### config.mk
export PLATFORM = sky130hd
export DESIGN_NAME = wb_arbiter
export DESIGN_NICKNAME = d
export VERILOG_FILES = /design/src/rtl/wb_arbiter.sv
export SDC_FILE = /design/constraint.sdc
export NUM_CORES = 1
export LEC_CHECK = 0
export CORE_MARGIN = 10
export CORE_UTILIZATION = 40
export DETAILED_ROUTE_END_ITERATION = 10
export PLACE_DENSITY = 0.63
export SYNTH_ARGS = -nofsm -noshare
export SYNTH_HDL_FRONTEND = slang
export SYNTH_SLANG_ARGS = --single-unit
### constraint.sdc
create_clock -name clk -period 5.75 [get_ports clk]
set_clock_uncertainty 0.2 [all_clocks]
set_input_delay 0.575 -clock clk [delete_from_list [all_inputs] [get_ports clk]]
set_output_delay 0.575 -clock clk [all_outputs]
set_load 0.005 [all_outputs]
### src/rtl/wb_arbiter.sv
// ============================================================================
// wb_arbiter -- writeback arbiter in front of the register set write port.
//
// Merges single-cycle ALU results (no backpressure) and handshaked LSU
// results (loads / divides) onto one registered write port. LSU results that
// lose the port to the ALU are parked in a small FIFO. A younger ALU write to
// the same register squashes any older buffered LSU result for it, so the
// register set never sees an older value land after a newer one.
//
// Optional build macro:
//   WB_FORWARD_EN  - enables same-cycle forwarding of the output stage to the
//                    two operand read addresses. Without it the fwd* outputs
//                    are tied to zero and q0_reg/q1_reg are ignored.
//
// Ports:
//   clk           clock, rising edge
//   res           asynchronous active-high reset
//   alu_valid     ALU result present this cycle
//   alu_reg       ALU destination register
//   alu_data      ALU result
//   lsu_valid     LSU result offered
//   lsu_ready     LSU result accepted when lsu_valid && lsu_ready
//   lsu_reg       LSU destination register
//   lsu_data      LSU result
//   write         register set write data (registered)
//   write_reg     register set write address (registered)
//   write_enable  register set write enable (registered)
//   pending       number of live (unsquashed) buffered LSU results
//   q0_reg/q1_reg operand read addresses mirrored from the register set
//   fwd0/1_hit    forward valid for q0/q1
//   fwd0/1_data   forwarded data
// ============================================================================

`ifndef REGISTER_COUNT
`define REGISTER_COUNT 32
`endif

module wb_arbiter #(
    parameter int FIFO_DEPTH     = 4,
    parameter int REGISTER_COUNT = `REGISTER_COUNT,
    parameter int DATA_WIDTH     = 32,
    localparam int RW            = $clog2(REGISTER_COUNT),
    localparam int PW            = $clog2(FIFO_DEPTH),
    localparam int CW            = PW + 1
) (
    input  logic                  clk,
    input  logic                  res,

    input  logic                  alu_valid,
    input  logic [RW-1:0]         alu_reg,
    input  logic [DATA_WIDTH-1:0] alu_data,

    input  logic                  lsu_valid,
    output logic                  lsu_ready,
    input  logic [RW-1:0]         lsu_reg,
    input  logic [DATA_WIDTH-1:0] lsu_data,

    output logic [DATA_WIDTH-1:0] write,
    output logic [RW-1:0]         write_reg,
    output logic                  write_enable,
    output logic [CW-1:0]         pending,

    input  logic [RW-1:0]         q0_reg,
    input  logic [RW-1:0]         q1_reg,
    output logic                  fwd0_hit,
    output logic                  fwd1_hit,
    output logic [DATA_WIDTH-1:0] fwd0_data,
    output logic [DATA_WIDTH-1:0] fwd1_data
);

    // ------------------------------------------------------------------
    // Storage
    // ------------------------------------------------------------------
    logic [RW-1:0]         fifo_reg_mem  [FIFO_DEPTH];
    logic [DATA_WIDTH-1:0] fifo_data_mem [FIFO_DEPTH];

    // Per-slot live flag. Slots outside the occupied window are always 0,
    // so the popcount of this vector is the live entry count.
    logic [FIFO_DEPTH-1:0] entry_valid_reg;
    logic [FIFO_DEPTH-1:0] entry_valid_next;

    // Pointers carry one extra bit to tell full from empty.
    logic [PW:0]           wr_ptr_reg;
    logic [PW:0]           rd_ptr_reg;
    logic [PW-1:0]         wr_idx;
    logic [PW-1:0]         rd_idx;

    logic [DATA_WIDTH-1:0] write_data_reg;
    logic [RW-1:0]         write_reg_reg;
    logic                  write_enable_reg;
    logic [CW-1:0]         pending_reg;
    logic [CW-1:0]         pending_next;

    // ------------------------------------------------------------------
    // Control
    // ------------------------------------------------------------------
    logic                  fifo_empty;
    logic                  fifo_full;
    logic                  alu_take;
    logic                  lsu_fire;
    logic                  lsu_keep;
    logic                  bypass;
    logic                  push;
    logic                  pop;
    logic                  head_live;
    logic                  head_write;
    logic [FIFO_DEPTH-1:0] squash_hit;

    logic                  write_enable_next;
    logic [RW-1:0]         sel_reg;
    logic [DATA_WIDTH-1:0] sel_data;

    assign wr_idx     = wr_ptr_reg[PW-1:0];
    assign rd_idx     = rd_ptr_reg[PW-1:0];
    assign fifo_empty = (wr_ptr_reg == rd_ptr_reg);
    assign fifo_full  = (wr_ptr_reg[PW] != rd_ptr_reg[PW]) &&
                        (wr_idx == rd_idx);

    // Full is physical occupancy (squashed entries still hold a slot until
    // popped), and is taken from registered pointers only: a pop this cycle
    // does not reopen the input until the next cycle.
    assign lsu_ready  = !fifo_full;

    assign alu_take   = alu_valid && (alu_reg != '0);
    assign lsu_fire   = lsu_valid && lsu_ready;

    // An accepted LSU result survives only if it targets a real register and
    // is not overtaken by the ALU writing the same register this cycle.
    assign lsu_keep   = lsu_fire && (lsu_reg != '0) &&
                        !(alu_take && (alu_reg == lsu_reg));

    // Bypass only when nothing is buffered, so FIFO order is never violated.
    assign bypass     = lsu_keep && fifo_empty && !alu_take;
    assign push       = lsu_keep && !bypass;

    // head_live uses the registered flag: a head squashed by the ALU this
    // cycle loses to the ALU anyway and is discarded on a later cycle.
    assign head_live  = !fifo_empty && entry_valid_reg[rd_idx];
    assign head_write = head_live && !alu_take;

    // A dead head is discarded alongside whatever else uses the port; a live
    // head leaves only when it actually gets the port.
    assign pop        = !fifo_empty && (!entry_valid_reg[rd_idx] || !alu_take);

    // ------------------------------------------------------------------
    // Per-entry squash and live flag update
    // ------------------------------------------------------------------
    genvar gi;
    generate
        for (gi = 0; gi < FIFO_DEPTH; gi++) begin : g_entry
            assign squash_hit[gi] = alu_take && (fifo_reg_mem[gi] == alu_reg);

            always_comb begin
                entry_valid_next[gi] = entry_valid_reg[gi];
                if (squash_hit[gi]) begin
                    entry_valid_next[gi] = 1'b0;
                end
                if (pop && (rd_idx == PW'(gi))) begin
                    entry_valid_next[gi] = 1'b0;
                end
                // The push slot is free, so it cannot collide with a pop, and
                // lsu_keep already excludes a same-register ALU write.
                if (push && (wr_idx == PW'(gi))) begin
                    entry_valid_next[gi] = 1'b1;
                end
            end
        end
    endgenerate

    function automatic logic [CW-1:0] count_live(input logic [FIFO_DEPTH-1:0] v);
        logic [CW-1:0] n;
        n = '0;
        for (int i = 0; i < FIFO_DEPTH; i++) begin
            n = n + CW'(v[i]);
        end
        return n;
    endfunction

    assign pending_next = count_live(entry_valid_next);

    // ------------------------------------------------------------------
    // Port selection: ALU, then FIFO head, then LSU bypass.
    // ------------------------------------------------------------------
    always_comb begin
        write_enable_next = 1'b0;
        sel_reg           = write_reg_reg;
        sel_data          = write_data_reg;
        if (alu_take) begin
            write_enable_next = 1'b1;
            sel_reg           = alu_reg;
            sel_data          = alu_data;
        end else if (head_write) begin
            write_enable_next = 1'b1;
            sel_reg           = fifo_reg_mem[rd_idx];
            sel_data          = fifo_data_mem[rd_idx];
        end else if (bypass) begin
            write_enable_next = 1'b1;
            sel_reg           = lsu_reg;
            sel_data          = lsu_data;
        end
    end

    // ------------------------------------------------------------------
    // State
    // ------------------------------------------------------------------
    // Payload storage carries no reset; its content is qualified by the
    // live flags and pointers.
    always_ff @(posedge clk) begin
        if (push) begin
            fifo_reg_mem[wr_idx]  <= lsu_reg;
            fifo_data_mem[wr_idx] <= lsu_data;
        end
    end

    always_ff @(posedge clk or posedge res) begin
        if (res) begin
            wr_ptr_reg       <= '0;
            rd_ptr_reg       <= '0;
            entry_valid_reg  <= '0;
            pending_reg      <= '0;
            write_enable_reg <= 1'b0;
            write_reg_reg    <= '0;
            write_data_reg   <= '0;
        end else begin
            if (push) begin
                wr_ptr_reg <= wr_ptr_reg + 1'b1;
            end
            if (pop) begin
                rd_ptr_reg <= rd_ptr_reg + 1'b1;
            end
            entry_valid_reg  <= entry_valid_next;
            pending_reg      <= pending_next;
            write_enable_reg <= write_enable_next;
            // Address/data hold when idle so the port does not toggle.
            if (write_enable_next) begin
                write_reg_reg  <= sel_reg;
                write_data_reg <= sel_data;
            end
        end
    end

    assign write        = write_data_reg;
    assign write_reg    = write_reg_reg;
    assign write_enable = write_enable_reg;
    assign pending      = pending_reg;

    // ------------------------------------------------------------------
    // Operand forwarding: covers the gap between the register set write
    // and a read of the same register in the same cycle.
    // ------------------------------------------------------------------
`ifdef WB_FORWARD_EN
    assign fwd0_hit  = write_enable_reg && (write_reg_reg == q0_reg) && (q0_reg != '0);
    assign fwd1_hit  = write_enable_reg && (write_reg_reg == q1_reg) && (q1_reg != '0);
    assign fwd0_data = write_data_reg;
    assign fwd1_data = write_data_reg;
`else
    logic unused_q;
    assign unused_q  = ^{q0_reg, q1_reg};
    assign fwd0_hit  = 1'b0;
    assign fwd1_hit  = 1'b0;
    assign fwd0_data = '0;
    assign fwd1_data = '0;
`endif

endmodule
==> metrics.cfg <==
[die]
die_w_um=170
core_um2=22000
start_util_pct=41.0
ioPinCount=196
die_area_um2=28900
row_count=54
die_h_um=170

[placement]
port-buffer-count=119
place.gp.congestion=0.789
postPlaceCellArea_um2=10200
dpl.hpwl_um=13700

[drt]
first_pass_iters=4
drt-wirelength-per-cell_um=21.2
drtAntennaViolNets=0
num_vias=5118
detail_route.vias_per_cell=5.20
drt-initial-drc-count=351
route.detailed.drc=0
totalWireLength_um=20800

[critical_path]
crit_chain=clkdlybuf4s50_1 -> or4_4 -> o21a_2 -> buf_4 -> nand4_1 -> a31o_2 -> fa_1 -> ha_1 -> ha_1
r2r_start=rd_ptr_reg[1]
rr_endpoint=fifo_data_mem[1][21]
slowest_stage=clkdlybuf4s50_1
crit_buf_inv=2
cp.arrival_ns=3.91
cp_max_fo=20
crit_start=alu_reg[1]
end_kind=flip-flop
crit_family=buffers and inverters
crit_top_cell=ha_1
cp.required_ns=5.86
crit_end=pending[1]
slowest_delay_ns=0.70
cp.depth=9
r2r_slack_ns=2.68
rr_worst_depth=6
critical_path_class=input pin to flip-flop
critPathLaunchType=input pin

[clock_network]
clockBufferDepth=2
htree_levels=4
cts_buffers=17
cts_tree=done
cts_setup_buffers=0
path_clk_slew_ns=0.07
clock_latency_ns=0.42
holdBufCountCts=0
cts_resized=0
clock-root-buffer=clkbuf_16
clock_sinks=199

[global_routing]
grt_max_degree=52
grt_pass1_wl_um=32200
overflow=0
grt_use_total_pct=14.5
grt_pass1_vias=5653
antenna_found_initial=1

[sta]
rsz0062_at_grt=no
hold_viol_final=0
fin_tns_setup_ns=0
slew_headroom_pct=29.1
fin_crit_sh_pct=66.1
period_minus_slack_ns=3.80
setup_viol=0
max_freq_ghz=0.263
drv_slew=0
worst_pin_slew_ns=1.06

[pwr]
intPower_mw=3.65
pwr-share-comb_pct=38.4
p_clk_share_pct=21.0
irDropWorstVdd_mv=0.284
seq_power_share_pct=40.6
powerDensity_nw_per_um2=507
netSwitchingFraction_pct=33.0
power.leakage_nw=3.86
p_sw_mw=1.80

[min_path]
min_path_type=flip-flop to flip-flop
min_from=wr_ptr_reg[2]

[layout]
nFillCells=1848
seq_area_um2=5720
areaGrowthSynthToFinish_pct=19.4
design_area_um2=10800
largest_reg_flops=128
multi_input_area_um2=2800
nets=789
layout-drive-gt1-share_pct=17.4

[logic_synthesis]
synth_top_cell_by_area=edfxtp_1
synth_cell_types=44
synth_area_leaders=edfxtp_1 (49%), dfrtp_1 (14%), mux4_2 (9.5%), buf_4 (6.1%), a221o_1 (4.0%)
synthCells=577
ys.flop_type=edfxtp_1
synth-warning-count=0
async_reset_ff_share_pct=25.6
synth_edf_count=148
synthesis.area_um2=9010
ys_seq_elements=199
synth_area_per_cell_um2=15.6
synth_top_cell_area_share_pct=49.3
yosysSeqAreaShare_pct=63.5

[status]
outcome=complete, no violations

[run]
maxCapViolations=0

## power groups by stage
stage,clock network (mW),registers (mW),logic (mW)
2_1_floorplan,0,2.19,1.42
3_3_place_gp,0,2.21,2.08
3_5_place_dp,0,2.24,2.11
4_1_cts,1.17,2.22,2.13
5_1_grt,1.23,2.26,2.30
6_report,1.14,2.21,2.09
## cells by family after synthesis
group | synth area share [%]
compound gates | 8.38
simple gates | 5.13
fa+ha+maj | 1.61
mux | 9.63
flops | 63.5
buf+inv | 8.40
other cells | 0.0416
xor+xnor | 3.31
## cell usage in the layout (no fill, tap or decap), types with 2 or more instances in the layout
cell,netlist,layout
ha_1,10,10
nand3_1,5,5
clkbuf_1,4,2
a32o_1,3,3
dfrtp_1,51,49
nand4_1,4,4
clkbuf_8,0,3
inv_6,0,2
inv_1,8,7
a221o_1,36,36
dfrtp_2,0,2
conb_1,1,66
nor3_1,4,4
nor2_1,64,64
clkdlybuf4s50_1,0,119
o21ai_0,2,2
nand2_1,13,13
and2_2,0,3
a21oi_1,6,6
clkinv_2,0,3
buf_4,73,9
a21oi_2,26,26
nor2_4,1,2
xor2_1,18,18
xnor2_1,16,16
mux4_2,38,38
edfxtp_1,148,148
clkbuf_16,0,17
## final cells by class
cell class              count  area share, %
diodes                      1         0.0233
clock buffers              22           4.41
clock inverters            10          0.873
inverters                   8          0.279
multi-input cells         335           26.0
flip-flops and latches    199           53.2
well taps                 280           3.26
repair buffers            129           11.9
## worst register-to-register path: cells and delay by family, from the launching register on
family,cells,cell delay (ns)
compound gates,1,0.38
buf+inv,1,0.45
xor+xnor,1,0.35
flops,1,0.55
simple gates,3,0.80
## Yosys cell counts (8+ instances only)
master    count
inv_1         8
dfrtp_1      51
xnor2_1      16
nand2_1      13
nor2_1       64
xor2_1       18
mux4_2       38
buf_6         8
buf_2        14
ha_1         10
edfxtp_1    148
a221o_1      36
buf_4        73
a21oi_2      26
## routing by layer
layer | wire (um) | vias up | share of wire [%] | track usage [%]
li1 | - | 2276 | - | -
met1 | 8700 | 2591 | 42 | 17.5
met2 | 9910 | 230 | 48 | 24.3
met3 | 1900 | 21 | 9.1 | 4.49
met4 | 303 | 0 | 1.5 | 4.61
met5 | 0 | - | 0 | 0
## how the worst min path moves through the flow
stage / slack, ns / cells after the start / end
2_1_floorplan: 0.26 / 1 / wr_ptr_reg[2]
3_3_place_gp: 0.28 / 1 / wr_ptr_reg[2]
3_5_place_dp: 0.29 / 1 / wr_ptr_reg[2]
4_1_cts: 0.30 / 1 / wr_ptr_reg[2]
5_1_grt: 0.31 / 1 / wr_ptr_reg[2]
6_report: 0.29 / 1 / wr_ptr_reg[2]
## per-stage QoR
| step | cells | utilization [%] | power [mW] | hold WS (ns) | setup WS (ns) |
|---|---|---|---|---|---|
| after floorplan | 642 | - | 3.61 | 0.260 | 1.09 |
| after global placement | 951 | 46.4 | 4.29 | 0.279 | 1.51 |
| after detailed placement | 951 | 46.4 | 4.35 | 0.287 | 1.47 |
| after CTS | 983 | 49.0 | 5.52 | 0.296 | 1.94 |
| after global routing | 983 | 49.0 | 5.78 | 0.313 | 1.82 |
| final | 984 | 49.0 | 5.45 | 0.294 | 1.95 |
(Power assumes the default switching activity.)
